==> src/rtl/spr_pkg.sv <==
// spr_pkg: shared constants and types for the gamma re-encoding search.
// Holds the 33-entry breakpoint table (linear-domain segment starts), the
// search FSM state type and the field widths of the output code.
package spr_pkg;

  localparam int SEG_W  = 5;
  localparam int FRAC_W = 3;
  localparam int LIN_W  = 12;

  localparam int TBL_LAST = 32;

  // Segment k covers [BOUND_T[k], BOUND_T[k+1]); the final entry is the
  // saturation threshold.
  localparam logic [LIN_W-1:0] BOUND_T [0:TBL_LAST] = '{
    12'd0,    12'd4,    12'd8,    12'd12,   12'd16,   12'd20,   12'd24,
    12'd28,   12'd32,   12'd36,   12'd40,   12'd44,   12'd46,   12'd57,
    12'd67,   12'd90,   12'd118,  12'd151,  12'd187,  12'd228,  12'd273,
    12'd322,  12'd376,  12'd434,  12'd565,  12'd714,  12'd883,  12'd1071,
    12'd1280, 12'd1509, 12'd1759, 12'd2029, 12'd2065
  };

  typedef enum logic [1:0] {
    IDLE = 2'd0,
    SRCH = 2'd1,
    FRAC = 2'd2,
    DONE = 2'd3
  } spr_state_e;

endpackage

==> src/rtl/spr_re_gamma_bound_rom.sv <==
// spr_re_gamma_bound_rom: combinational breakpoint lookup.
// Ports:
//   idx_i  6-bit table index (0..32 valid; larger indices return the last entry)
//   val_o  12-bit breakpoint value
module spr_re_gamma_bound_rom
  import spr_pkg::*;
(
  input  logic [5:0]       idx_i,
  output logic [LIN_W-1:0] val_o
);

  always_comb begin
    val_o = BOUND_T[TBL_LAST];
    if (idx_i <= 6'(TBL_LAST)) begin
      val_o = BOUND_T[idx_i];
    end
  end

endmodule

==> src/rtl/spr_re_gamma_search.sv <==
// spr_re_gamma_search: converts a 12-bit linear sample into an 8-bit
// gamma-domain code {seg[4:0], frac[2:0]} by a 5-step binary search over the
// breakpoint table followed by a short restoring division for the fraction.
// Ports:
//   clk        clock, all state on rising edge
//   rst        synchronous active-high reset
//   in_valid   sample present on in_lin
//   in_ready   idle, a sample is accepted on the next edge with in_valid
//   in_lin     12-bit unsigned linear sample
//   out_valid  out_code holds a result
//   out_ready  downstream takes out_code
//   out_code   8-bit gamma code
// Build option:
//   SPR_REGAMMA_ROUND_EN  computes one extra fraction bit and rounds
//                         half-up (saturating at 0xFF); adds one cycle.
module spr_re_gamma_search
  import spr_pkg::*;
(
  input  logic             clk,
  input  logic             rst,
  input  logic             in_valid,
  output logic             in_ready,
  input  logic [LIN_W-1:0] in_lin,
  output logic             out_valid,
  input  logic             out_ready,
  output logic [7:0]       out_code
);

`ifdef SPR_REGAMMA_ROUND_EN
  localparam int FSTEPS = FRAC_W + 1;
`else
  localparam int FSTEPS = FRAC_W;
`endif
  localparam logic [2:0] STEP_LAST = 3'(FSTEPS - 1);

  spr_state_e        state_q;
  logic              in_ready_q;
  logic              out_valid_q;
  logic [7:0]        out_code_q;
  logic [SEG_W-1:0]  seg_q;
  logic [LIN_W-1:0]  tseg_q;       // T[seg_q], tracked as the search keeps bits
  logic [LIN_W-1:0]  v_q;
  logic              sat_q;
  logic [2:0]        bit_q;
  logic [2:0]        step_q;
  logic [12:0]       rem_q;
  logic [FSTEPS-2:0] frac_q;       // fraction bits collected so far

  logic [SEG_W-1:0]  cand_seg;
  logic [LIN_W-1:0]  t_cand;
  logic [5:0]        seg_hi_idx;
  logic [LIN_W-1:0]  t_hi;
  logic [LIN_W-1:0]  d_w;
  logic [12:0]       rem_cur;
  logic [13:0]       rem_sh;
  logic              rem_ge;
  logic [12:0]       rem_d;
  logic [FSTEPS-1:0] frac_d;
  logic [7:0]        code_d;
`ifdef SPR_REGAMMA_ROUND_EN
  logic [9:0]        code_rnd;
`endif

  assign cand_seg   = seg_q | (SEG_W'(1) << bit_q);
  assign seg_hi_idx = {1'b0, seg_q} + 6'd1;

  spr_re_gamma_bound_rom u_rom_cand (
    .idx_i ({1'b0, cand_seg}),
    .val_o (t_cand)
  );

  // Upper bound of the chosen segment; the lower bound is already in tseg_q.
  spr_re_gamma_bound_rom u_rom_hi (
    .idx_i (seg_hi_idx),
    .val_o (t_hi)
  );

  always_comb begin
    d_w     = t_hi - tseg_q;
    // The first division step starts from v - T[seg] directly.
    rem_cur = (step_q == 3'd0) ? {1'b0, v_q - tseg_q} : rem_q;
    rem_sh  = {rem_cur, 1'b0};
    rem_ge  = (rem_sh >= {2'b00, d_w});
    rem_d   = rem_ge ? 13'(rem_sh - {2'b00, d_w}) : rem_sh[12:0];
    frac_d  = {frac_q, rem_ge};
`ifdef SPR_REGAMMA_ROUND_EN
    code_rnd = ({1'b0, seg_q, frac_d} + 10'd1) >> 1;
    code_d   = (code_rnd > 10'd255) ? 8'hFF : code_rnd[7:0];
`else
    code_d   = {seg_q, frac_d};
`endif
    if (sat_q) begin
      code_d = 8'hFF;
    end
  end

  always_ff @(posedge clk) begin
    if (rst) begin
      state_q     <= IDLE;
      in_ready_q  <= 1'b1;
      out_valid_q <= 1'b0;
      out_code_q  <= 8'h00;
      seg_q       <= '0;
      tseg_q      <= '0;
      v_q         <= '0;
      sat_q       <= 1'b0;
      bit_q       <= '0;
      step_q      <= '0;
      rem_q       <= '0;
      frac_q      <= '0;
    end else begin
      case (state_q)
        IDLE: begin
          if (in_valid && in_ready_q) begin
            state_q    <= SRCH;
            in_ready_q <= 1'b0;
            v_q        <= in_lin;
            sat_q      <= (in_lin >= BOUND_T[TBL_LAST]);
            seg_q      <= '0;
            tseg_q     <= BOUND_T[0];
            bit_q      <= 3'(SEG_W - 1);
            step_q     <= '0;
            rem_q      <= '0;
            frac_q     <= '0;
          end
        end
        SRCH: begin
          if (t_cand <= v_q) begin
            seg_q  <= cand_seg;
            tseg_q <= t_cand;
          end
          if (bit_q == 3'd0) begin
            state_q <= FRAC;
            step_q  <= '0;
          end else begin
            bit_q <= bit_q - 3'd1;
          end
        end
        FRAC: begin
          rem_q  <= rem_d;
          frac_q <= frac_d[FSTEPS-2:0];
          step_q <= step_q + 3'd1;
          if (step_q == STEP_LAST) begin
            state_q     <= DONE;
            out_valid_q <= 1'b1;
            out_code_q  <= code_d;
          end
        end
        DONE: begin
          if (out_ready) begin
            state_q     <= IDLE;
            out_valid_q <= 1'b0;
            in_ready_q  <= 1'b1;
          end
        end
        default: state_q <= IDLE;
      endcase
    end
  end

  assign in_ready  = in_ready_q;
  assign out_valid = out_valid_q;
  assign out_code  = out_code_q;

endmodule

==> config.mk <==
export PLATFORM = sky130hd
export DESIGN_NAME = spr_re_gamma_search
export DESIGN_NICKNAME = d
export VERILOG_FILES = /design/src/rtl/spr_pkg.sv /design/src/rtl/spr_re_gamma_bound_rom.sv /design/src/rtl/spr_re_gamma_search.sv
export SDC_FILE = /design/constraint.sdc
export NUM_CORES = 1
export LEC_CHECK = 0
export BUFFER_PORTS_ARGS = -buffer_cell sky130_fd_sc_hd__buf_2
export CORE_AREA = 2 2 102 114
export CTS_BUF_LIST = sky130_fd_sc_hd__clkbuf_8
export DETAILED_ROUTE_END_ITERATION = 6
export DIE_AREA = 0 0 104 116
export PLACE_DENSITY = 0.75
export SETUP_SLACK_MARGIN = 0.05
export SLEW_MARGIN = 25
export SYNTH_ARGS = -nofsm -noshare
export SYNTH_HDL_FRONTEND = slang
export SYNTH_HIERARCHICAL = 1
export SYNTH_SLANG_ARGS = --single-unit
export TNS_END_PERCENT = 10
==> constraint.sdc <==
create_clock -name clk -period 6.1 [get_ports clk]
set_input_delay 0.61 -clock clk [delete_from_list [all_inputs] [get_ports clk]]
set_output_delay 0.61 -clock clk [all_outputs]
set_load 0.02 [all_outputs]
[After elaboration in Yosys (flattened, before gate mapping)]
Memories as Yosys holds them, arrays and structs flattened.
Cells that the tools add are included.
Word-level totals
  register bits: 63
  memory bits (read-only): 1536
  bits of input ports: 16
  output and inout port bits: 10
  word-level logic and storage cells: 95
  memories kept: 2
Cells by class
  add/sub/neg operators: 6
  magnitude comparators: 7
  equality and inequality tests: 10
  shift-type cells: 1
  multiplexer cells: 36
  bitwise operators: 3
  reductions and logical operators: 18
Memory list
  (no name shown): words 64, width 12, read ports 1, clocked after memory_dff 0, write ports 0, line spr_re_gamma_bound_rom.sv:15  | val_o = BOUND_T[idx_i];
  (no name shown): words 64, width 12, read ports 1, clocked after memory_dff 0, write ports 0, line spr_re_gamma_bound_rom.sv:15
Operator list (number)
  two-way mux 12 bit: 8
  two-way mux 13 bit: 3
  one-hot mux 13 bit (2 select lines): 1
  one-hot mux 12 bit (2 select lines): 1
  subtractor 12 bit: 2
  AND reduction 3 bit: 5
  >= comparator 14 x 12 -> 1 bit: 1
  >= comparator 7 bit (second input constant): 2
  subtractor 13 x 12 -> 13 bit: 1
  >= comparator 12 bit (second input constant): 1
  <= comparator 12 bit: 1
  two-way mux 3 bit: 4
  inequality test 2 bit (second input constant): 6
  two-way mux 2 bit: 5
  two-way mux 5 bit: 2
  one-hot mux 5 bit (2 select lines): 1
  one-hot mux 3 bit (3 select lines): 1
  two-way mux 8 bit: 1
  one-hot mux 2 bit (4 select lines): 1
  nonzero test 2 bit: 4
  inverter 5 -> 7 bit: 1
  inverter 6 -> 7 bit: 1
  adder 5 x 1 -> 6 bit (second input constant): 1
  <= comparator 5 x 6 -> 1 bit (second input constant): 1
  18 further kinds: 26

[Logic depth before layout (Yosys ltp)]
  word-level depth: 10
  gate-level depth with buffers: 28
  depth with buffers taken out: 24

[Cells and area by module]
Netlist, hierarchy kept.
Modules (own cells, without submodules)
  spr_re_gamma_search: instances 1, cells an instance 606, area an instance 4803.4 um2, seq. area each 1261.2 um2
  spr_re_gamma_bound_rom (u_rom_cand): instances 1, cells an instance 81, area an instance 554.3 um2, seq. area each 0.0 um2
  spr_re_gamma_bound_rom (u_rom_hi): instances 1, cells an instance 77, area an instance 545.5 um2, seq. area each 0.0 um2

[Least setup slack after synthesis]
Ideal clock, no wire load.
  path kind: register -> register
  from: reg seg_q[1]
  to: reg rem_q[11]
  library setup time: 0.117 ns
  arrival: 5.302 ns
  data required time: 5.983 ns
  slack: 0.681 ns
  cell stages (with the launch flop): 25
  path buffers: 1
  clock period less this slack: 5.419 ns
  cells stage by stage: dfxtp_1 > ha_1 > inv_1 > ha_1 > a41oi_1 > o211ai_1 > inv_1 > ha_1 > fa_1 > nor2b_1 > o21ai_0 > a21oi_1 > o21ai_0 > a21oi_1 > and4_1 > nor3_1 > ha_1 > and3_1 > and3_1 > a21o_1 > a41o_1 > or3_1 > buf_2 > or4b_1 > a32o_1
On the way
  longest elaborated chain between the ends: 10
  elaborated cells on any way between the ends: 12
  those cells by class: add/sub: 3; order compare: 2; mux: 5; bitwise: 1; memory: 1
RTL lines
  start, declared: line spr_re_gamma_search.sv:40  | logic [SEG_W-1:0] seg_q;
  start signal, assigned: line spr_re_gamma_search.sv:129  | seg_q <= cand_seg;
  adder 5 x 1 -> 6 bit *: line spr_re_gamma_search.sv:65  | assign seg_hi_idx = {1'b0, seg_q} + 6'd1;
  named net seg_hi_idx[1]: line spr_re_gamma_search.sv:51  | logic [5:0] seg_hi_idx;
  inverter 6 -> 7 bit (not written as such): line spr_re_gamma_bound_rom.sv:15
  memory (64 x 12 bit)
  two-way mux 12 bit (not written as such) (2 in a row): line spr_re_gamma_bound_rom.sv:15
  two-way mux 12 bit *: line spr_re_gamma_bound_rom.sv:14  | if (idx_i <= 6'(TBL_LAST)) begin
  named net t_hi[0]: line spr_re_gamma_search.sv:52  | logic [LIN_W-1:0] t_hi;
  subtractor 12 bit *: line spr_re_gamma_search.sv:79  | d_w = t_hi - tseg_q;
  subtractor 13 x 12 -> 13 bit / >= comparator 14 x 12 -> 1 bit (equally long branches): line spr_re_gamma_search.sv:84, spr_re_gamma_search.sv:83
  two-way mux 13 bit *: line spr_re_gamma_search.sv:84  | rem_d = rem_ge ? 13'(rem_sh - {2'b00, d_w}) : rem_sh[12:0];
  one-hot mux 13 bit (2 select lines) *: line spr_re_gamma_search.sv:112  | case (state_q)
  end signal, assigned: line spr_re_gamma_search.sv:140  | rem_q <= rem_d;
  end, declared: line spr_re_gamma_search.sv:46  | logic [12:0] rem_q;
The timed path passes the listed nets; every way through them passes the cells marked *. The select of a mux whose other input is x is not followed.
A chain may end at the register's enable or synchronous reset.

[Final worst setup path]
  from: reg seg_q[0]
  to: reg rem_q[11]
Same word-level chain as after synthesis.

==> run_results.csv <==
group,metric,value,unit
outcome,status,"complete, no violations",
detailed_routing,drt_wl_total,15400,microns
logic_synthesis,yosysMostFrequentCell,"nand2_1",
clock_network,clock_path_buffers,2,
logic_synthesis,synthTopCellsByCount,"nand2_1 (94), ha_1 (76), dfxtp_1 (63), nor2_1 (61), a21oi_1 (54)",
min_path,hp-class,"register to register",
final_layout,syn_to_final_growth,8.46,%
clock_network,path_clk_slew,0.08,ns
placed_design,dp_worst_setup_slack,0.110,ns
clock_network,cts_tree,"built",
power_and_ir_drop,vdd.ir_drop.worst,0.269,mV
setup_path,critical_path.top_delay_family,"simple AND/OR/NAND/NOR gates",
setup_path,path_class,"register to register",
final_layout,finalNonFillerCells,929,
logic_synthesis,synth_top_cell_area_share,21.4,%
detailed_routing,dr.pass1.iters,5,
power_and_ir_drop,p_leak,0.00271,uW
timing,setup_violations,0,
logic_synthesis,yosysUniqueCellTypes,75,
timing,period_minus_slack,5.74,ns
setup_path,slowest_delay,0.47,ns
setup_path,crit_chain,"ha_4 > inv_1 > ha_1 > mux2i_1 > nand2_1 > a311oi_1 > ha_1 > nor2b_1 > o21ai_0 > a21oi_1 > o21ai_0 > a21oi_1 > and4_1 > nor3_1 > ha_1 > and3_1 > and3_1 > a21o_1 > a41o_1 > or3_4 > or4b_1 > a32o_1",
timing,fmax,174,MHz
setup_path,crit_required,6.36,ns
clock_network,clock_sinks,63,
setup_path,end_kind,"register",
clock_network,cts_hold_buf,0,
timing,finalHoldViolCount,0,
timing,rsz0062_at_grt,"no",
setup_path,crit_path_frequent_cell,"ha_1",
detailed_routing,drc,0,
clock_network,numCtsBuffers,9,
placed_design,gp_congestion,0.932,
placed_design,hpwlAfterDp,12000,microns
detailed_routing,viasPerCell,5.93,
clock_network,insertion_delay,0.36,ns
logic_synthesis,synth_ff_type,"dfxtp_1",
setup_path,cpMaxStageDelayCell,"or4b_1",
timing,setup_tns,0,ns
run,maxCapViolations,0,
floorplan,initial_core_util,54.6,%
timing,setup_slack,0.359,ns
global_route,antenna_found_initial,0,
logic_synthesis,ys_ff_latch,63,
timing,fin_crit_sh,94.1,%
setup_path,crit_arrival,6.00,ns
logic_synthesis,yosysSeqAreaShare,21.4,%
final_layout,diodes,0,
final_layout,drive_above_1_share,11.5,%
floorplan,core,10800,sq um
global_route,grt_max_degree,53,
detailed_routing,wire_per_inst,16.6,microns
timing,worst_pin_slew,0.978,ns
setup_path,cp-start-kind,"register",
clock_network,htree_levels,3,
global_route,first_global_vias,5311,
floorplan,die_w,104,microns
final_layout,nets,872,
setup_path,cp_max_fo,11,
floorplan,rows,40,
logic_synthesis,syn_avg_cell_area,7.73,sq um
timing,skew,0.0128,ns
detailed_routing,drtAntennaViolNets,0,
logic_synthesis,synth_edf_count,0,
global_route,grt_overflow,0,
logic_synthesis,synth-warning-count,6,
logic_synthesis,syn-instance-count,764,
logic_synthesis,synthArstFlopShare,0,%
logic_synthesis,yosys-top-cells-area,"dfxtp_1 (21%), ha_1 (16%), nand2_1 (6.0%), a21oi_1 (4.6%), nor2_1 (3.9%)",
final_layout,multi_input_area,4290,sq um
logic_synthesis,synth_fp_nets,859,
final_layout,fillerInstances,1026,
clock_network,root_buffer,"clkbuf_8",
setup_path,path_buf_inv,1,
detailed_routing,num_vias,5508,
logic_synthesis,syn-cell-area,5900,sq um
final_layout,seq_area,1260,sq um
timing,drv_slew,0,
floorplan,boundaryPins,26,
logic_synthesis,yosys.area.top_type,"dfxtp_1",
placed_design,io_buffers,25,
global_route,grt_usage,25.8,%
floorplan,die_h,116,microns
detailed_routing,drt_iter0_drc,324,
placed_design,dp.cells,908,
timing,relSlewSlack,34.5,%
global_route,grt_pass1_wl,25100,microns
power_and_ir_drop,power_density,517,nW/um^2
floorplan,dieArea,12100,sq um
## stage by stage
step	power (uW)	util [%]	hold slack, ns	instance area [sq um]
5_1_grt	3590	59.2	0.491	6400
2_1_floorplan	2340	-	0.439	5900
3_5_place_dp	2800	56.5	0.463	6110
6_report	3310	59.2	0.485	6400
4_1_cts	3230	58.6	0.488	6330
3_3_place_gp	2750	56.5	0.461	6110
## path summary, 6_finish.rpt
path / cells after the start / startpoint / slack [ns] / endpoint
worst max-delay path: 22 / seg_q[0] / 0.36 / rem_q[11]
worst min-delay path: 2 / rem_q[12] / 0.49 / rem_q[12]
worst max register to register: 22 / seg_q[0] / 0.36 / rem_q[11]
worst min register to register: 2 / rem_q[12] / 0.49 / rem_q[12]
## routing by layer
| layer | track usage (%) | routed length (microns) | vias to the layer above | share of wire, % |
|---|---|---|---|---|
| met1 | 30.7 | 6700 | 2536 | 43 |
| li1 | - | - | 2742 | - |
| met3 | 5.40 | 738 | 59 | 4.8 |
| met2 | 43.7 | 7100 | 171 | 46 |
| met4 | 14.7 | 889 | 0 | 5.8 |
| met5 | 0 | 0 | - | 0 |
## cell type report
class | instances | area share (%)
Tap cell | 147 | 2.87
Multi-Input combinational cell | 609 | 67.0
Inverter | 55 | 3.28
Clock buffer | 10 | 2.15
Clock inverter | 6 | 1.33
Timing Repair Buffer | 39 | 3.65
Sequential cell | 63 | 19.7
## worst reg2reg max path, delay by kind of cell, from the launching register on
family / cells / cell delay [ns]
buffers and inverters: 1 / 0.12
adders and majority gates: 4 / 1.36
DFF: 1 / 0.37
muxes: 1 / 0.16
AOI/OAI and AO/OA: 8 / 1.69
and+or+nand+nor: 8 / 1.95
## cell families after synthesis
group           synth area share [%]
other cells                   0.0635
xor+xnor                        4.30
flops                           21.4
simple gates                    23.1
compound gates                  23.2
mux                             4.39
buf+inv                         6.44
fa+ha+maj                       17.1
## cell usage in the layout (no fill, tap or decap), drive strengths merged, types with 4 or more instances in the layout
cell,instances
a2111oi,4
a211oi,16
a21o,14
a21oi,54
a221o,8
and2,4
and3,13
buf,39
clkbuf,10
dfxtp,63
ha,76
inv,57
mux2,12
mux2i,12
nand2,94
nand2b,16
nand3,18
nand4,5
nor2,61
nor2b,16
nor3,16
nor3b,7
nor4,5
o211a,4
o211ai,9
o21a,13
o21ai,27
o21bai,5
o311ai,5
o31ai,6
or2,5
or3,6
or3b,4
xnor2,19
xor2,10
## sequential cells by signal, summed over array words and instances (netlist names)
register,flops
v_q,12
frac_q,2
sat_q,1
in_ready,1
bit_q,3
out_code,8
tseg_q,12
out_valid,1
rem_q,13
seg_q,5
state_q,2
step_q,3
## where the power goes
part	internal (uW)	total, uW	leakage [uW]	switching [uW]
clock network	240	417	0.000119	177
registers	468	522	0.000511	54.0
logic	991	2370	0.00207	1380
total	1700	3310	0.00271	1610
## what timing repair did
item,4_1_cts,5_1_grt
endpoints found under the setup margin,0,12
resized for setup,0,9
setup buffers,0,5
(Power assumes the default switching activity.)
